## src/rtl/fetch_ctrl.sv

```systemverilog
// Fetch redirect controller: picks the next PC and F/D flush from stall, branch, exception, halt.
// Optional performance counters are compiled in when FETCH_PERF_CNT_EN is defined.
module fetch_ctrl #(
    parameter logic [31:0] RESET_PC = 32'h0000_3000,
    parameter logic [31:0] EXC_PC   = 32'h0000_4180
) (
    input  logic        clk,
    input  logic        reset,
    input  logic [31:0] pc,
    input  logic        stall,
    input  logic        br_valid,
    input  logic [31:0] br_target,
    input  logic        exc_req,
    input  logic        halt_req,
    output logic [31:0] npc,
    output logic        pc_we,
    output logic        flush_fd,
    output logic [1:0]  state
`ifdef FETCH_PERF_CNT_EN
    ,
    output logic [31:0] stall_cycles,
    output logic [31:0] redirect_cnt
`endif
);

    typedef enum logic [1:0] {
        StIdle  = 2'd0,
        StRun   = 2'd1,
        StStall = 2'd2,
        StHalt  = 2'd3
    } state_e;

    state_e      state_q, state_d;
    logic        pend_valid_q, pend_valid_d;
    logic [31:0] pend_target_q, pend_target_d;
    logic [31:0] seq_pc;
    logic        br_misaligned;

    assign seq_pc        = pc + 32'd4;
    assign br_misaligned = br_valid && (br_target[1:0] != 2'b00);
    assign state         = state_q;

    always_comb begin
        state_d       = state_q;
        pend_valid_d  = pend_valid_q;
        pend_target_d = pend_target_q;
        npc           = pc;
        pc_we         = 1'b0;
        flush_fd      = 1'b0;

        unique case (state_q)
            StIdle: begin
                npc      = RESET_PC;
                flush_fd = 1'b1;
                state_d  = halt_req ? StHalt : StRun;
            end
            StRun, StStall: begin
                if (halt_req) begin
                    flush_fd     = 1'b1;
                    pend_valid_d = 1'b0;
                    state_d      = StHalt;
                end else if (exc_req || br_misaligned) begin
                    pc_we        = 1'b1;
                    npc          = EXC_PC;
                    flush_fd     = 1'b1;
                    pend_valid_d = 1'b0;
                    state_d      = StRun;
                end else if (stall) begin
                    state_d = StStall;
                    // Newest aligned redirect wins while the PC is held.
                    if (br_valid) begin
                        pend_valid_d  = 1'b1;
                        pend_target_d = br_target;
                    end
                end else if (pend_valid_q) begin
                    pc_we        = 1'b1;
                    npc          = pend_target_q;
                    pend_valid_d = 1'b0;
                    state_d      = StRun;
                end else if (br_valid) begin
                    pc_we   = 1'b1;
                    npc     = br_target;
                    state_d = StRun;
                end else begin
                    pc_we   = 1'b1;
                    npc     = seq_pc;
                    state_d = StRun;
                end
            end
            StHalt: begin
                flush_fd = 1'b1;
            end
            default: begin
                state_d = StIdle;
            end
        endcase

        if (!reset) begin
            npc      = RESET_PC;
            pc_we    = 1'b0;
            flush_fd = 1'b1;
        end
    end

    always_ff @(posedge clk) begin
        if (!reset) begin
            state_q       <= StIdle;
            pend_valid_q  <= 1'b0;
            pend_target_q <= 32'h0;
        end else begin
            state_q       <= state_d;
            pend_valid_q  <= pend_valid_d;
            pend_target_q <= pend_target_d;
        end
    end

`ifdef FETCH_PERF_CNT_EN
    logic [31:0] stall_cycles_q, redirect_cnt_q;
    logic        stall_evt, redirect_evt;

    assign stall_evt    = ((state_q == StRun) || (state_q == StStall)) && stall;
    assign redirect_evt = pc_we && (npc != seq_pc);

    always_ff @(posedge clk) begin
        if (!reset) begin
            stall_cycles_q <= 32'h0;
            redirect_cnt_q <= 32'h0;
        end else begin
            if (stall_evt && (stall_cycles_q != 32'hFFFF_FFFF)) begin
                stall_cycles_q <= stall_cycles_q + 32'd1;
            end
            if (redirect_evt && (redirect_cnt_q != 32'hFFFF_FFFF)) begin
                redirect_cnt_q <= redirect_cnt_q + 32'd1;
            end
        end
    end

    assign stall_cycles = stall_cycles_q;
    assign redirect_cnt = redirect_cnt_q;
`else
    // Counters are not built; no extra ports or state.
`endif

endmodule

```

## config.mk

```make
export PLATFORM = sky130hd
export DESIGN_NAME = fetch_ctrl
export DESIGN_NICKNAME = d
export VERILOG_FILES = /design/src/rtl/fetch_ctrl.sv
export SDC_FILE = /design/constraint.sdc
export NUM_CORES = 1
export LEC_CHECK = 0
export ABC_AREA = 1
export BUFFER_PORTS_ARGS = -buffer_cell sky130_fd_sc_hd__buf_4
export CORE_UTILIZATION = 54
export CTS_CLUSTER_SIZE = 25
export DETAILED_ROUTE_END_ITERATION = 12
export MAX_ROUTING_LAYER = met4
export PLACE_DENSITY_LB_ADDON = 0.15
export SETUP_SLACK_MARGIN = 0.2
export SLEW_MARGIN = 5
export SYNTH_ARGS = -nofsm -noshare
export SYNTH_HDL_FRONTEND = slang
export SYNTH_SLANG_ARGS = --single-unit
```

## constraint.sdc

```tcl
create_clock -name clk -period 2 [get_ports clk]
set_clock_uncertainty 0.15 [all_clocks]
set_input_delay 0.2 -clock clk [delete_from_list [all_inputs] [get_ports clk]]
set_output_delay 0.2 -clock clk [all_outputs]
set_load 0.05 [all_outputs]
```

==> out/results.txt, run 1 <==
The run gives 5 as the number of clock buffers inserted by TritonCTS. The die height is 85.08 um, and the sum of overflow across all layers after global routing is 21. The number of enable-type register cells in the synthesized netlist is 0. Wire length of the first global-routing pass: 41,890 um.

All-layer global routing usage: 0.7818. The run ended at 5_1_grt. The async set-reset flop share out of synthesis came out at 0. The clock net in this run drives a total of 35 sinks. For this design the top-level I/O count stands at 106. Summing all placed instances gives a cell area of 5469 um^2.

The flow did not finish. The sequential element share of the synthesized area came out at 0.1880. The count of state elements after synthesis works out to 35.

The die boundary width is 85.08 um. Entering global routing, the biggest net connects 47 pins. In this run the number of H-tree levels came out at 2. The first error in the log reads "[ERROR GRT-0116] Global routing finished with congestion. Check the congestion regions in the DRC Viewer". The wire-length estimate of the detail-placed layout is 11,820 um. The count of buffers added on input and output ports is 105.

The number of global-route vias before repair came out at 7,504. The clock passes through at most 2 buffers. The average size of a mapped cell is 5.622 um^2, and the post-synth net total is 736.

The standard-cell row count is 29. Among all flip-flop cells after synthesis, the most frequent one is dfxtp_1. The run gives 3727 um^2 as the netlist area before placement. For this run, the number of Yosys warnings is 0. CTS placed an instance of clkbuf_8 at the clock tree root.

The tools report the starting density of the core as 0.5739. The distinct cell type count of the synthesized netlist was 40. Routability-driven placement finished with a final weighted congestion of 1.102.

The synthesized netlist cell count came out at 663.
-- logic make-up after synthesis --
kind of cell,Yosys count,synth area share
AOI/OAI and AO/OA,210,0.3088
xor gates and xnor gates,10,0.02350
adders and majority gates,3,0.01007
buffers and inverters,107,0.1202
DFF,35,0.1880
and+or+nand+nor,298,0.3495
-- cell usage after synthesis, drive strengths merged, types with 5 or more instances --
library cell | count | area [um^2]
xor2 | 8 | 70.07
o211ai | 7 | 52.55
a211oi | 8 | 75.08
a31oi | 6 | 37.54
dfxtp | 35 | 700.7
nand3 | 33 | 165.2
nor3 | 5 | 35.03
nand4 | 6 | 37.54
o2111ai | 7 | 61.31
inv | 67 | 254.0
nor2 | 65 | 312.8
clkbuf | 27 | 101.4
a21oi | 96 | 480.5
nand2 | 183 | 714.4
o21ai | 82 | 410.4
buf | 12 | 88.82
-- routing by layer --
layer / overflow / GRT usage
met4: 5 / 0.7596
met5: - / -
met3: 0 / 0.5710
met1: 0 / 0.7956
met2: 16 / 0.9340
-- per-stage QoR --
stage / util / cells / worst slack [ps] / hold WS [ps]
2_1_floorplan: - / 663 / 35.33 / 184.9
3_5_place_dp: 0.8420 / 887 / -265.4 / 296.3
4_1_cts: 0.9524 / 912 / -152.8 / 1.878
3_3_place_gp: 0.8420 / 887 / -175.5 / 276.2
-- timing repair --
item	in CTS
endpoints found under the setup margin	66
pin swaps	29
buffers inserted	13
cloned	3
gates resized for setup	122
hold endpoints to repair	1
hold buffers	1
==> run 2: changes to the inputs <==
--- a/config.mk
+++ b/config.mk
@@ -7,12 +7,9 @@
 export LEC_CHECK = 0
 export ABC_AREA = 1
 export BUFFER_PORTS_ARGS = -buffer_cell sky130_fd_sc_hd__buf_4
-export CORE_UTILIZATION = 54
-export CTS_CLUSTER_SIZE = 25
+export CORE_UTILIZATION = 40
 export DETAILED_ROUTE_END_ITERATION = 12
-export MAX_ROUTING_LAYER = met4
 export PLACE_DENSITY_LB_ADDON = 0.15
-export SETUP_SLACK_MARGIN = 0.2
 export SLEW_MARGIN = 5
 export SYNTH_ARGS = -nofsm -noshare
 export SYNTH_HDL_FRONTEND = slang
==> run 2 against run 1 <==
The flow now finishes, with violations (design-rule violations, negative hold slack, negative setup slack). Synthesized cell count did not move. Synthesized area did not move.
==> out/results.txt, run 2 <==
The flow ran to the end, but the final reports show violations. The final reports fail on design-rule violations, negative hold slack, negative setup slack. The final count of negative-setup-slack endpoints was 65. For the routability-driven placement congestion ratio, the log shows 0.9501 (was 1.102).

The run gives 47 as the largest net degree at the start of global routing. Hold slack: -19.34 ps. The total DRC errors in the routed layout came out at 6. Walking the worst path, the cells encountered are inv_4 -> ha_4 -> buf_6 -> buf_6 -> o211ai_1 -> a21oi_4 -> buf_6. The final routed wirelength across all metal layers was 19,270 um. Using the TritonRoute via totals, the vias-per-cell ratio works out to 5.877. The async set-reset flop share out of synthesis was 0 (unchanged).

The critical path buffer and inverter count was 4; the core footprint was 8891 um^2. The register ranked first by flip-flop count was pend_target_q. The die height was 98.53 um (was 85.08 um); the critical path data arrival time was 1910 ps. The capture point of the worst reg-to-reg path was pend_target_q[19]. Count of state elements after synthesis: 35 (unchanged). The run gives 2.964 nW as the leakage power total. After filler insertion, the fill cell instance count of the layout stands at 660.

The critical path is of the flop to primary output type. For the relative slew slack, the log shows 0.4874. The distinct cell type count of the synthesized netlist is 40 (unchanged), and the flip-flop count of the largest register, all copies and words added is 32. The run gives 2 (unchanged) as the number of buffers between clock root and the deepest sink.

The count of nets left with antenna violations after detail routing is 0. The sort of element at the end of the critical path is a primary output. The repair_antennas step left the layout with diodes totalling 0.

On the critical path the largest part of the delay comes from buffers and inverters. The post-detailed-placement cell area is 5570 um^2 (was 5469 um^2), and the slew at the pin closest to its max-slew limit is 768.1 ps. The most frequent cell on the critical path was buf_6. For the half-perimeter wire length after detailed placement, the log shows 12,410 um (was 11,820 um).

In the layout the commonest cells are 161 x buf_4, 139 x nand2_1, 52 x inv_1. The clock power share came out at 0.185. Across all layers, the routed design uses 5,718 vias. The logs give 9708 um^2 for the area of the die and 663 (unchanged) for the synthesized netlist cell count. Capture endpoint of the worst hold path: pend_target_q[3]. The period utilization is 1.132.

The sequential share of power was 0.238. The number of enable-type register cells in the synthesized netlist was 0 (unchanged). Top post-synthesis cells by area: dfxtp_1 19%, nand2_1 18%, a21oi_1 13% (unchanged). The initial antenna violation count was 0; the final hold violation count was 1.

The library cell used as clock root buffer is clkbuf_8 (unchanged). The most common flop cell mapped by yosys was dfxtp_1 (unchanged). On the worst path, the slowest cell contributes a delay of 380 ps. The sequential element share of the synthesized area is 0.1880 (unchanged), and the required time of the critical path is 1650 ps. The yosys synthesis warning count was 0 (unchanged).

The average size of a mapped cell works out to 5.622 um^2 (unchanged). The net switching fraction of the power is 0.4506. For the post-synth net total, the log shows 736 (unchanged). Starting density of the core: 0.4192 (was 0.5739).

The run gives 0 as the number of max-capacitance violations reported. The netlist area before placement was 3727 um^2 (unchanged). Setup repair after global routing could not meet its margin everywhere. The maximum clock frequency was 0.4416 GHz.

The run gives 937 as the number of nets in the finished design. The origin of the critical flop-to-flop path was state[0]. The largest voltage drop on the vdd net came out at 0.2729 mV.

The worst hold path was traced through 3 stages. Power spent charging and discharging nets: 1.365 mW. The fraction of power consumed by combinational cells came out at 0.577. The number of global-route vias before repair is 5,074, and the combined area of the multi-input logic cells is 3563 um^2. Number of top-level design ports: 106 (unchanged). Path class of the lowest-slack min-delay path: input port to flop.

The register clock-pin slew on the reported worst setup and hold paths is 80 ps, and the final number of max-transition violations is 0. The standard-cell row count is 34 (was 29), and the all-layer global routing usage is 0.3502. The tools report the number of clock buffers inserted by TritonCTS as 5 (unchanged). Synth top cells by count: 174 x nand2_1, 96 x a21oi_1, 66 x o21ai_0, 59 x inv_1, 53 x nor2_1 (unchanged). With fillers left out, the area of the finished cells amounts to 7002 um^2.

The worst setup path is launched from a flop. For the later-pin clock latency in the skew report, the log shows 300 ps. Master of the slowest instance on the critical path: dfxtp_4. The worst register-to-register path has a depth of 12. The setup slack on the worst flop-to-flop path was -230 ps; the largest driver fanout on the critical path was 4. The smallest clock period supported by the final layout is computed as 2265 ps.

In this run the power density over the cells is 432.5 nW/um^2. The count of input and output buffers is 105 (unchanged). In this run the most critical hold path is launched from br_target[3].

Most common cell in the netlist: nand2_1 (unchanged). Sum of overflow across all layers after global routing: 0. The run gives 35 (unchanged) as the total clock sinks. The detailed router finished its first iteration with 450 violations. The die boundary width came out at 98.53 um (was 85.08 um).

The most frequent standard cell in the layout excluding fill and tap cells is buf_4. The run gives 26,480 um as the wire length of the first global-routing pass. TritonCTS built the clock tree. The first detailed-routing pass took 9 iterations. The proportion of layout cells with a drive suffix above 1 was 0.5087; the post-place setup slack was -318.1 ps (was -265.4 ps).

After detailed routing, the average wire length per cell comes to 19.80 um. Relative to the synthesized area, the layout overhead comes to 87.85%. The final worst-path setup slack was -264.7 ps; the area share of the largest cell type after synthesis was 0.1880 (unchanged). Cell internal power was estimated by the tool at 1.664 mW. The logs give 2 (unchanged) for the count of H-tree levels built during CTS and 711.9 um^2 for the flip-flop and latch area. The top cell type by total area after synthesis is dfxtp_1 (unchanged).
run 2: metal layers:
layer / vias up / GRT usage / wire length [um] / part of all wire
met2: 340 / 0.5618 / 8975 / 0.47
met5: - / 0 / 0 / 0
met1: 2690 / 0.4764 / 7552 / 0.39
li1: 2607 / - / - / -
met4: 0 / 0.1240 / 816 / 0.042
met3: 81 / 0.05532 / 1921 / 0.10
run 2: how the worst max path moves through the flow:
stage	slack (ps)	cells after the start	from	endpoint
floorplan	-30	5	state[0]	npc[0]
global placement	-300	16	pc[2]	npc[23]
detailed placement	-320	12	pc[2]	npc[18]
CTS	-180	12	pc[3]	npc[22]
global route	-280	12	pc[2]	npc[22]
finish	-260	7	state[0]	npc[14]
run 2: logic make-up (layout without fill, tap and decap cells):
kind of cell	after synthesis	after routing	share of synthesized area
flip-flops	35	35	0.1880
XOR/XNOR	10	10	0.02350
AND/OR/NAND/NOR	298	298	0.3495
AO/OA/AOI/OAI	210	210	0.3088
buffers and inverters	107	309	0.1202
adder cells (fa/ha/maj)	3	3	0.01007
run 2: what timing repair did:
action,in CTS,in global routing
setup endpoints to repair,32,65
hold buffers,0,0
buffers inserted,9,15
cloned,1,6
pin swaps,30,74
resized for setup,135,158
run 2: worst reg2reg max path, delay by kind of cell, from the launching register on:
family	cells	cell delay (ps)
adder cells (fa/ha/maj)	1	350
AND/OR/NAND/NOR	3	390
flip-flops	1	380
buffers and inverters	6	660
AO/OA/AOI/OAI	2	190
run 2: stage by stage:
stage / setup TNS (ps) / utilization / power (mW) / cells
2_1_floorplan: -30.77 / - / 1.516 / 663
3_3_place_gp: -4437 / 0.6265 / 2.054 / 936
3_5_place_dp: -5090 / 0.6265 / 2.062 / 936
4_1_cts: -3825 / 0.7014 / 2.779 / 954
5_1_grt: -13390 / 0.7875 / 3.131 / 973
6_report: -10170 / 0.7875 / 3.028 / 973
run 2: final cells by class:
| type | instances | area share |
|---|---|---|
| multi-input combinational | 521 | 0.5089 |
| timing repair buffer | 229 | 0.3066 |
| sequential | 35 | 0.1017 |
| inverter | 68 | 0.04325 |
| tap | 108 | 0.01930 |
| clock buffer | 7 | 0.01090 |
| timing repair inverter | 4 | 0.008578 |
| clock inverter | 1 | 0.0007148 |
run 2: power groups by stage:
stage / logic (mW) / clock network, mW / registers, mW
floorplan: 0.772 / 0 / 0.745
global route: 1.83 / 0.577 / 0.724
finish: 1.75 / 0.559 / 0.722
CTS: 1.52 / 0.540 / 0.720
global placement: 1.32 / 0 / 0.733
detailed placement: 1.33 / 0 / 0.734
(Power assumes the default switching activity.)
==> run 3: changes to the inputs <==
--- a/config.mk
+++ b/config.mk
@@ -5,9 +5,10 @@
 export SDC_FILE = /design/constraint.sdc
 export NUM_CORES = 1
 export LEC_CHECK = 0
-export ABC_AREA = 1
 export BUFFER_PORTS_ARGS = -buffer_cell sky130_fd_sc_hd__buf_4
-export CORE_UTILIZATION = 40
+export CELL_PAD_IN_SITES_DETAIL_PLACEMENT = 1
+export CELL_PAD_IN_SITES_GLOBAL_PLACEMENT = 1
+export CORE_UTILIZATION = 35
 export DETAILED_ROUTE_END_ITERATION = 12
 export PLACE_DENSITY_LB_ADDON = 0.15
 export SLEW_MARGIN = 5
==> run 3 against run 2 <==
The flow now stops in 5_1_grt. Synthesized area down 17%. Synthesized cell count fell by 32%.
==> out/results.txt, run 3 <==
Average size of a mapped cell: 6.850 um^2 (was 5.622 um^2). The logs give 11,860 um (was 12,410 um) for the half-perimeter wire length after detailed placement and 0 (unchanged) for the yosys synthesis warning count. The distinct cell type count of the synthesized netlist came out at 64 (was 40). After the last repair the worst path ends at a top-level output. The top cell type by total area after synthesis was dfxtp_1 (unchanged). The largest net degree at the start of global routing was 23; the area share of the largest cell type after synthesis was 0.2258 (was 0.1880). The most common cell in the netlist is nand2_1 (unchanged).

Synth top cells by count: 98 x nand2_1, 51 x a21oi_1, 39 x o21ai_0, 35 x dfxtp_1, 24 x nor2_1 (was 174 x nand2_1, 96 x a21oi_1, 66 x o21ai_0, 59 x inv_1, 53 x nor2_1). The run gives 33 (was 34) as the standard-cell row count. The tool reported: "[ERROR GRT-0232] Routing congestion too high. Check the congestion heatmap in the GUI". The number of enable-type register cells in the synthesized netlist is 0 (unchanged).

The library cell used as clock root buffer is clkbuf_8 (unchanged). The count of input and output buffers was 105 (unchanged); the all-layer global routing usage was 0.7789. The number of buffers between clock root and the deepest sink is 2 (unchanged), and the count of state elements after synthesis is 35 (unchanged). Top post-synthesis cells by area: dfxtp_1 23%, nand2_1 12%, a21oi_1 8.2% (was dfxtp_1 19%, nand2_1 18%, a21oi_1 13%). The sequential element share of the synthesized area is 0.2258 (was 0.1880). The number of top-level design ports was 106 (unchanged); the die boundary width was 96.16 um (was 98.53 um).

The post-place setup slack came out at -406.0 ps (was -318.1 ps). The tools report the count of H-tree levels built during CTS as 2 (unchanged). The total clock sinks is 35 (unchanged). The netlist area before placement is 3103 um^2 (was 3727 um^2). The tools report the routability-driven placement congestion ratio as 0.9052 (was 0.9501). The async set-reset flop share out of synthesis came out at 0 (unchanged). The tools report the post-synth net total as 526 (was 736). For the number of clock buffers inserted by TritonCTS, the log shows 5 (unchanged). The flow stopped in 5_1_grt.

The die height came out at 96.16 um (was 98.53 um). When the last timing repair stopped, the worst path ended at npc[22]. The tools report the starting density of the core as 0.3702 (was 0.4192). The tools report the synthesized netlist cell count as 453 (was 663).

The run stopped with a tool error. The most common flop cell mapped by yosys was dfxtp_1 (unchanged). After global routing the overflow that remains totals 93.
run 3: cell count changes after synthesis, sizes merged, moves of 7 or more:
cell,before,now
o21ai,82,42
nor2,65,25
a21oi,96,51
nand2,183,99
nand3,33,19
inv,67,12
a22oi,0,7
and3,0,12
run 3: layer usage:
metal	global-route usage	overflow
met2	0.9693	53
met3	0.5592	0
met1	0.7775	0
met4	0.8657	39
met5	0.1190	1
run 3: logic make-up after synthesis:
kind of cell    Yosys count  synth area share
compound gates          153            0.3097
xor+xnor                 16           0.04516
fa+ha+maj                 3           0.01210
buf+inv                  44           0.07137
flops                    35            0.2258
mux                       8           0.02661
simple gates            194            0.3093
run 3: stage by stage:
stage | instances | cell area, um^2
CTS | 755 | 5643
detailed placement | 739 | 5105
global placement | 739 | 5105
floorplan | 453 | 3540
run 3: timing repair:
item,CTS
hold buffers,0
pin swaps,23
resized for setup,92
endpoints found under the setup margin,64
setup buffers,10
cloned,1
